[src/rtl/dac_cmd_scheduler_if.sv]
// Request, command and status bundle between the DAC command scheduler and its environment.
// master = scheduler side, slave = requesters plus downstream command consumer.
interface dac_cmd_scheduler_if #(
    parameter int CMD_WIDTH   = 5,
    parameter int BATCH_WIDTH = 256,
    parameter int SCALE_WIDTH = 4
);
    logic                   req_rst;
    logic                   req_halt;
    logic                   req_pwl;
    logic                   req_seed;
    logic                   req_trig;
    logic                   req_scale;
    logic [BATCH_WIDTH-1:0] seed_in;
    logic [SCALE_WIDTH-1:0] scale_in;
    logic                   pwl_rdy;

    // Command handshake: cmd_valid rises together with cmd_code/cmd_seed/cmd_scale, all four stay
    // stable while cmd_valid=1 and cmd_rdy=0, and the command transfers on the edge where both are 1.
    logic                   cmd_rdy;
    logic                   cmd_done;
    logic [CMD_WIDTH-1:0]   cmd_code;
    logic [BATCH_WIDTH-1:0] cmd_seed;
    logic [SCALE_WIDTH-1:0] cmd_scale;
    logic                   cmd_valid;

    logic [5:0]             pending;
    logic                   busy;
    logic                   done_pulse;
    logic                   timeout_err;
    logic [1:0]             dbg_state;

    modport master (
        input  req_rst, req_halt, req_pwl, req_seed, req_trig, req_scale,
        input  seed_in, scale_in, pwl_rdy, cmd_rdy, cmd_done,
        output cmd_code, cmd_seed, cmd_scale, cmd_valid,
        output pending, busy, done_pulse, timeout_err, dbg_state
    );

    modport slave (
        output req_rst, req_halt, req_pwl, req_seed, req_trig, req_scale,
        output seed_in, scale_in, pwl_rdy, cmd_rdy, cmd_done,
        input  cmd_code, cmd_seed, cmd_scale, cmd_valid,
        input  pending, busy, done_pulse, timeout_err, dbg_state
    );
endinterface

[src/rtl/dac_cmd_scheduler.sv]
// Collects single-cycle DAC control requests into pending bits and issues them one at a time,
// highest priority first, over a valid/ready command port with completion timeout.
module dac_cmd_scheduler #(
    parameter int CMD_WIDTH      = 5,
    parameter int BATCH_WIDTH    = 256,
    parameter int SCALE_WIDTH    = 4,
    parameter int TIMEOUT_CYCLES = 1024
) (
    input  logic                 clk,
    input  logic                 rst,
    dac_cmd_scheduler_if.master  io_bus
);

    // dbg_state encoding: 0 IDLE, 1 ISSUE, 2 WAIT_DONE, 3 WAIT_PWL
    typedef enum logic [1:0] {
        ST_IDLE      = 2'd0,
        ST_ISSUE     = 2'd1,
        ST_WAIT_DONE = 2'd2,
        ST_WAIT_PWL  = 2'd3
    } state_t;

    localparam int P_SCALE = 0;
    localparam int P_TRIG  = 1;
    localparam int P_SEED  = 2;
    localparam int P_PWL   = 3;
    localparam int P_HALT  = 4;
    localparam int P_RST   = 5;

    localparam int              CNT_W    = (TIMEOUT_CYCLES > 2) ? $clog2(TIMEOUT_CYCLES) : 1;
    localparam logic [CNT_W-1:0] CNT_LAST = CNT_W'(TIMEOUT_CYCLES - 1);

    state_t                 r_state;
    state_t                 w_state_next;
    logic [5:0]             r_pending;
    logic [BATCH_WIDTH-1:0] r_seed_hold;
    logic [SCALE_WIDTH-1:0] r_scale_hold;
    logic [CMD_WIDTH-1:0]   r_cmd_code;
    logic [BATCH_WIDTH-1:0] r_cmd_seed;
    logic [SCALE_WIDTH-1:0] r_cmd_scale;
    logic                   r_cmd_valid;
    logic                   r_done_pulse;
    logic                   r_timeout_err;
    logic [CNT_W-1:0]       r_count;

    logic [5:0]             w_req;
    logic [5:0]             w_sel;
    logic [5:0]             w_issue_bits;
    logic [5:0]             w_clr;
    logic                   w_issue;
    logic                   w_handshake;
    logic                   w_done_evt;
    logic                   w_timeout_evt;
    logic [CMD_WIDTH-1:0]   w_code;

    assign w_req = {io_bus.req_rst, io_bus.req_halt, io_bus.req_pwl,
                    io_bus.req_seed, io_bus.req_trig, io_bus.req_scale};

    // Fixed priority rst > halt > pwl > seed > trig > scale.
    always_comb begin
        w_sel = '0;
        if (r_pending[P_RST])        w_sel[P_RST]   = 1'b1;
        else if (r_pending[P_HALT])  w_sel[P_HALT]  = 1'b1;
        else if (r_pending[P_PWL])   w_sel[P_PWL]   = 1'b1;
        else if (r_pending[P_SEED])  w_sel[P_SEED]  = 1'b1;
        else if (r_pending[P_TRIG])  w_sel[P_TRIG]  = 1'b1;
        else if (r_pending[P_SCALE]) w_sel[P_SCALE] = 1'b1;
    end

    always_comb begin
        w_state_next  = r_state;
        w_issue       = 1'b0;
        w_issue_bits  = '0;
        w_handshake   = 1'b0;
        w_done_evt    = 1'b0;
        w_timeout_evt = 1'b0;
        case (r_state)
            ST_IDLE: begin
                if (|r_pending) begin
                    if (w_sel[P_PWL] && !io_bus.pwl_rdy) begin
                        w_state_next = ST_WAIT_PWL;
                    end else begin
                        w_issue      = 1'b1;
                        w_issue_bits = w_sel;
                        w_state_next = ST_ISSUE;
                    end
                end
            end
            ST_ISSUE: begin
                if (io_bus.cmd_rdy) begin
                    w_handshake  = 1'b1;
                    w_state_next = ST_WAIT_DONE;
                end
            end
            ST_WAIT_DONE: begin
                if (io_bus.cmd_done) begin
                    w_done_evt   = 1'b1;
                    w_state_next = ST_IDLE;
                end else if (r_count == CNT_LAST) begin
                    w_timeout_evt = 1'b1;
                    w_state_next  = ST_IDLE;
                end
            end
            ST_WAIT_PWL: begin
                // A pending rst/halt takes over; IDLE then picks it by priority.
                if (r_pending[P_RST] || r_pending[P_HALT]) begin
                    w_state_next = ST_IDLE;
                end else if (io_bus.pwl_rdy) begin
                    w_issue             = 1'b1;
                    w_issue_bits[P_PWL] = 1'b1;
                    w_state_next        = ST_ISSUE;
                end
            end
            default: w_state_next = ST_IDLE;
        endcase
    end

    always_comb begin
        w_code    = '0;
        w_code[4] = w_issue_bits[P_RST];
        w_code[3] = w_issue_bits[P_HALT];
        w_code[2] = w_issue_bits[P_SEED];
        w_code[1] = w_issue_bits[P_TRIG];
        w_code[0] = w_issue_bits[P_PWL];
    end

    // Any issued command carries scale_hold, so pending scale is always retired with it.
    always_comb begin
        w_clr = '0;
        if (w_issue) begin
            w_clr          = w_issue_bits;
            w_clr[P_SCALE] = 1'b1;
            if (w_issue_bits[P_HALT] || w_issue_bits[P_RST]) begin
                w_clr[P_PWL]  = 1'b1;
                w_clr[P_SEED] = 1'b1;
                w_clr[P_TRIG] = 1'b1;
            end
            if (w_issue_bits[P_RST]) begin
                w_clr[P_HALT] = 1'b1;
            end
        end
    end

    always_ff @(posedge clk or posedge rst) begin
        if (rst) begin
            r_state <= ST_IDLE;
        end else begin
            r_state <= w_state_next;
        end
    end

    always_ff @(posedge clk or posedge rst) begin
        if (rst) begin
            r_pending     <= '0;
            r_seed_hold   <= '0;
            r_scale_hold  <= '0;
            r_cmd_code    <= '0;
            r_cmd_seed    <= '0;
            r_cmd_scale   <= '0;
            r_cmd_valid   <= 1'b0;
            r_done_pulse  <= 1'b0;
            r_timeout_err <= 1'b0;
            r_count       <= '0;
        end else begin
            // New requests are OR-ed in after clearing, so a coincident set wins.
            r_pending    <= (r_pending & ~w_clr) | w_req;
            r_done_pulse <= w_done_evt;

            if (io_bus.req_seed) begin
                r_seed_hold <= io_bus.seed_in;
            end
            if (io_bus.req_scale) begin
                r_scale_hold <= io_bus.scale_in;
            end

            if (w_issue) begin
                r_cmd_valid <= 1'b1;
                r_cmd_code  <= w_code;
                r_cmd_seed  <= r_seed_hold;
                r_cmd_scale <= r_scale_hold;
            end else if (w_handshake) begin
                r_cmd_valid <= 1'b0;
            end else if (w_done_evt || w_timeout_evt) begin
                r_cmd_code <= '0;
            end

            if (w_handshake) begin
                r_count <= '0;
            end else if (r_state == ST_WAIT_DONE) begin
                r_count <= r_count + 1'b1;
            end

            if (w_issue && w_issue_bits[P_RST]) begin
                r_timeout_err <= 1'b0;
            end else if (w_timeout_evt) begin
                r_timeout_err <= 1'b1;
            end
        end
    end

    assign io_bus.cmd_code    = r_cmd_code;
    assign io_bus.cmd_seed    = r_cmd_seed;
    assign io_bus.cmd_scale   = r_cmd_scale;
    assign io_bus.cmd_valid   = r_cmd_valid;
    assign io_bus.pending     = r_pending;
    // The completion cycle still counts as busy so done_pulse and busy end together.
    assign io_bus.busy        = (r_state != ST_IDLE) || r_done_pulse;
    assign io_bus.done_pulse  = r_done_pulse;
    assign io_bus.timeout_err = r_timeout_err;
    assign io_bus.dbg_state   = r_state;

endmodule

[src/flat_wrapper.sv]
// flat-port wrapper written by rule: the top's interface ports become plain ports
module dac_cmd_scheduler_flat 
#(
    parameter int CMD_WIDTH      = 5,
    parameter int BATCH_WIDTH    = 256,
    parameter int SCALE_WIDTH    = 4,
    parameter int TIMEOUT_CYCLES = 1024
)
  (clk, rst, io_bus_req_rst, io_bus_req_halt, io_bus_req_pwl, io_bus_req_seed, io_bus_req_trig, io_bus_req_scale, io_bus_seed_in, io_bus_scale_in, io_bus_pwl_rdy, io_bus_cmd_rdy, io_bus_cmd_done, io_bus_cmd_code, io_bus_cmd_seed, io_bus_cmd_scale, io_bus_cmd_valid, io_bus_pending, io_bus_busy, io_bus_done_pulse, io_bus_timeout_err, io_bus_dbg_state);
  dac_cmd_scheduler_if #(.CMD_WIDTH(CMD_WIDTH), .BATCH_WIDTH(BATCH_WIDTH), .SCALE_WIDTH(SCALE_WIDTH)) io_bus_i ();
  input  logic clk;
  input  logic rst;
  input wire logic [$bits(io_bus_i.req_rst)-1:0] io_bus_req_rst;
  input wire logic [$bits(io_bus_i.req_halt)-1:0] io_bus_req_halt;
  input wire logic [$bits(io_bus_i.req_pwl)-1:0] io_bus_req_pwl;
  input wire logic [$bits(io_bus_i.req_seed)-1:0] io_bus_req_seed;
  input wire logic [$bits(io_bus_i.req_trig)-1:0] io_bus_req_trig;
  input wire logic [$bits(io_bus_i.req_scale)-1:0] io_bus_req_scale;
  input wire logic [$bits(io_bus_i.seed_in)-1:0] io_bus_seed_in;
  input wire logic [$bits(io_bus_i.scale_in)-1:0] io_bus_scale_in;
  input wire logic [$bits(io_bus_i.pwl_rdy)-1:0] io_bus_pwl_rdy;
  input wire logic [$bits(io_bus_i.cmd_rdy)-1:0] io_bus_cmd_rdy;
  input wire logic [$bits(io_bus_i.cmd_done)-1:0] io_bus_cmd_done;
  output wire logic [$bits(io_bus_i.cmd_code)-1:0] io_bus_cmd_code;
  output wire logic [$bits(io_bus_i.cmd_seed)-1:0] io_bus_cmd_seed;
  output wire logic [$bits(io_bus_i.cmd_scale)-1:0] io_bus_cmd_scale;
  output wire logic [$bits(io_bus_i.cmd_valid)-1:0] io_bus_cmd_valid;
  output wire logic [$bits(io_bus_i.pending)-1:0] io_bus_pending;
  output wire logic [$bits(io_bus_i.busy)-1:0] io_bus_busy;
  output wire logic [$bits(io_bus_i.done_pulse)-1:0] io_bus_done_pulse;
  output wire logic [$bits(io_bus_i.timeout_err)-1:0] io_bus_timeout_err;
  output wire logic [$bits(io_bus_i.dbg_state)-1:0] io_bus_dbg_state;
  assign io_bus_i.req_rst = io_bus_req_rst;
  assign io_bus_i.req_halt = io_bus_req_halt;
  assign io_bus_i.req_pwl = io_bus_req_pwl;
  assign io_bus_i.req_seed = io_bus_req_seed;
  assign io_bus_i.req_trig = io_bus_req_trig;
  assign io_bus_i.req_scale = io_bus_req_scale;
  assign io_bus_i.seed_in = io_bus_seed_in;
  assign io_bus_i.scale_in = io_bus_scale_in;
  assign io_bus_i.pwl_rdy = io_bus_pwl_rdy;
  assign io_bus_i.cmd_rdy = io_bus_cmd_rdy;
  assign io_bus_i.cmd_done = io_bus_cmd_done;
  assign io_bus_cmd_code = io_bus_i.cmd_code;
  assign io_bus_cmd_seed = io_bus_i.cmd_seed;
  assign io_bus_cmd_scale = io_bus_i.cmd_scale;
  assign io_bus_cmd_valid = io_bus_i.cmd_valid;
  assign io_bus_pending = io_bus_i.pending;
  assign io_bus_busy = io_bus_i.busy;
  assign io_bus_done_pulse = io_bus_i.done_pulse;
  assign io_bus_timeout_err = io_bus_i.timeout_err;
  assign io_bus_dbg_state = io_bus_i.dbg_state;
  dac_cmd_scheduler #(.CMD_WIDTH(CMD_WIDTH), .BATCH_WIDTH(BATCH_WIDTH), .SCALE_WIDTH(SCALE_WIDTH), .TIMEOUT_CYCLES(TIMEOUT_CYCLES)) u_core (.clk(clk), .rst(rst), .io_bus(io_bus_i));
endmodule
[config.mk]
export PLATFORM = sky130hd
export DESIGN_NAME = dac_cmd_scheduler_flat
export DESIGN_NICKNAME = d
export VERILOG_FILES = /design/src/rtl/dac_cmd_scheduler_if.sv /design/src/rtl/dac_cmd_scheduler.sv /design/src/flat_wrapper.sv
export SDC_FILE = /design/constraint.sdc
export NUM_CORES = 1
export LEC_CHECK = 0
export CAP_MARGIN = 30
export CORE_AREA = 5 5 211 213
export DETAILED_ROUTE_END_ITERATION = 6
export DIE_AREA = 0 0 216 218
export PLACE_DENSITY = 0.81
export SETUP_SLACK_MARGIN = 0.1
export SYNTH_ARGS = -nofsm -noshare
export SYNTH_HDL_FRONTEND = slang
export SYNTH_SLANG_ARGS = --single-unit
[constraint.sdc]
create_clock -name clk -period 47.9 [get_ports clk]
set_input_delay 7.185 -clock clk [delete_from_list [all_inputs] [get_ports clk]]
set_output_delay 7.185 -clock clk [all_outputs]
set_load 0.1 [all_outputs]
==> results.md <==
- Top cells by area, synth: dfrtp_1, mux2_2, buf_12
- Grt met3 use: 7.62%
- Post-CTS setup buffers: 0
- Mapped Cells: 1238
- Final Skew: 0.0138 ns
- Synth Area in Adders: 0.358%
- Unrepaired setup endpoints after global routing: false
- Post-CTS Resized: 0
- Simple-Gate Fraction of Synth Area: 1.34%
- Crit path cell chain: inv_1 -> ha_1 -> nand2b_1 -> clkdlybuf4s50_1
- Worst slew margin: 29.3%
- Number of distinct library cells after synthesis: 45
- Largest net degree at the start of global routing: 182
- Gpl congestion: 0.823
- Die Width: 216 microns
- Clk root buf: clkbuf_16
- HP Class: reg -> reg
- Reg2Reg Depth: 9
- Max frequency: 100 MHz
- DR WL/cell: 22.1 microns
- CTS Buf Count: 54
- Initial Util: 49.3%
- WP data required: 40.72 ns
- DRT iter0 DRCs: 670
- Post-layout min period: 9.98 ns
- Met2 usage: 38.2%
- Row count: 76
- Antenna violations before repair: 15
- Crit path kind: reg -> out
- Crit path DAT: 2.80 ns
- Clock sinks: 546
- Slew Viols, Final: 0
- Least-Margin Pin Slew: 1.06 ns
- Yosys reg bits: 546
- Vias: 12600
- First-pass GRT wire length: 82500 microns
- Nets: 2114
- Post-synth ARST share: 100%
- Post-synth top cells: dfrtp_1, mux2_2, clkbuf_1
- Post-DP HPWL: 36900 microns
- Clk pin slew, worst setup/hold paths: 0.06 ns
- Count leader, synth: dfrtp_1
- Core area: 42500 sq um
- Final setup vio count: 0
- Worst Setup End Kind: output port
- Routed vias/inst: 5.17
- Count of warnings emitted by yosys: 0
- Max_cap viols: 0
- Synth Area in Compound Gates: 1.10%
- Biggest area consumer among synthesized cells: dfrtp_1
- Setup tns final: 0 ns
- GRT Total Usage: 22.3%
- CP Max Fanout: 10
- H-tree depth: 2
- Clk buf depth: 3
- Drt drc: 0
- Fin crit share: 20.8%
- ANT nets after route: 0
- XOR/XNOR Fraction of Synth Area: 0.292%
- EDFF count, synth: 0
- Worst-skew pair later-pin latency: 0.59 ns
- Main combinational cell family by area after synthesis: multiplexers
- Placed Cells: 2319
- CP top delay family: buffers and inverters
- Slowest cell delay on critical path: 1.15 ns
- Most common flop cell mapped by yosys: dfrtp_1
- Post-Layout Cell Count: 2434
- Critical Path Start Type: register
- Syn avg cell area: 16.9 sq um
- Final-report hold violation count: 0
- Synthesis-to-layout area growth: 41.7%
- Mux contribution to synthesized area: 28.5%
- PortBufs: 547
- Met1 Track Usage GR: 25.8%
- Ports: 548
- CTS tree: done
- Outcome: finished clean
- Worst hold stages: 1
- Share of cells above drive strength 1: 35.5%
- GRT overflow: 0
- Synthesized area: 21000 sq um
- Vias in the first global route: 14100
- Register area share after synthesis: 65.2%
- Height of the die: 218 microns
- 1st-pass router iterations: 4
- Worst path bufs/invs: 2
- Die area: 47100 sq um
- Cell count along the critical path: 4
- Global route hottest layer: met2
- WL final: 53800 microns
- Hold buffers post-CTS: 0
- Synth Net Count: 1515
- Slowest stage cell on the critical path: clkdlybuf4s50_1
- Top-area cell type share of the netlist area: 65.2%
path summary, 6_finish.rpt:
check	start	slack [ns]	endpoint
max	u_core.io_bus.dbg_state[0]$_DFFE_PP0P_	37.92	io_bus_busy
min	u_core.r_seed_hold[119]$_DFFE_PP0P_	0.50	u_core.io_bus.cmd_seed[119]$_DFFE_PP0P_
max reg2reg	u_core.io_bus.dbg_state[0]$_DFFE_PP0P_	44.18	u_core.io_bus.cmd_seed[83]$_DFFE_PP0P_
min reg2reg	u_core.r_seed_hold[119]$_DFFE_PP0P_	0.50	u_core.io_bus.cmd_seed[119]$_DFFE_PP0P_
max in group asynchronous	rst	38.41	u_core.io_bus.cmd_seed[168]$_DFFE_PP0P_
min in group asynchronous	rst	6.89	u_core.r_seed_hold[53]$_DFFE_PP0P_
cells in the final DEF, fill, tap and decap left out, types with 4 or more instances in the layout:
master,netlist,layout
nand2_1,9,9
clkbuf_1,32,14
and2_1,6,6
clkbuf_8,0,11
o21ai_0,6,6
clkdlybuf4s50_1,0,546
mux2_2,499,499
buf_4,3,8
nand4_1,4,4
ha_1,6,6
diode_2,0,10
a21o_1,4,4
dfrtp_1,546,546
inv_1,8,7
nor2_1,12,12
xor2_1,5,5
mux2i_1,4,4
clkinv_2,0,10
buf_16,0,47
a21oi_1,7,7
clkbuf_16,0,57
mux2_4,20,20
worst register-to-register path, cell delays in order (launching register included):
cell and delay (ns):
dfrtp_1 0.44, inv_1 0.12, ha_1 0.34, and2_1 0.22
a221oi_2 0.23, o32a_4 0.29, buf_4 0.23, buf_16 0.30
buf_4 0.91, mux2_2 0.51
cell families after synthesis:
group / count (synthesis)
and+or+nand+nor: 53
xor gates and xnor gates: 7
adders and majority gates: 6
DFF: 546
AOI/OAI and AO/OA: 32
buffers and inverters: 70
muxes: 524
metal layers:
metal  vias to the layer above  wire length, microns  part of all wire, %
met1                      6465                 20200                   38
met3                       114                  4170                  7.8
li1                       5585                     -                    -
met2                       398                 27500                   51
met4                        10                  1860                  3.5
met5                         -                    86                 0.16
stage by stage:
stage                     hold slack (ns)  utilization (%)  instance area [sq um]  setup WS (ns)
after floorplan                     0.454                -                  21000          25.45
after global placement              0.465             62.5                  26600          36.41
after global routing                0.514             69.9                  29700          37.82
after CTS                           0.501             69.4                  29500          37.75
final                               0.498             69.9                  29700          37.92
after detailed placement            0.471             65.2                  27700          37.11
registers in the layout (all words and copies together), names as in the netlist:
signal,count
u_core.io_bus.cmd_code,5
u_core.io_bus.cmd_scale,4
u_core.io_bus.cmd_seed,256
u_core.io_bus.cmd_valid,1
u_core.io_bus.dbg_state,2
u_core.io_bus.done_pulse,1
u_core.io_bus.pending,6
u_core.io_bus.timeout_err,1
u_core.r_count,10
u_core.r_scale_hold,4
u_core.r_seed_hold,256
cell type report:
type                            instances  area (sq um)
Sequential cell                       546         13700
Fill cell                            2658         12800
Timing Repair Buffer                  605          6880
Multi-Input combinational cell        622          6630
Clock buffer                           82          1630
Tap cell                              546           683
Clock inverter                         15           158
Inverter                                8          37.5
Antenna cell                           10          25.0
Power is left out: the tool's default activity adds up to more than one toggle a clock period on the data nets, which glitch-free logic cannot reach.
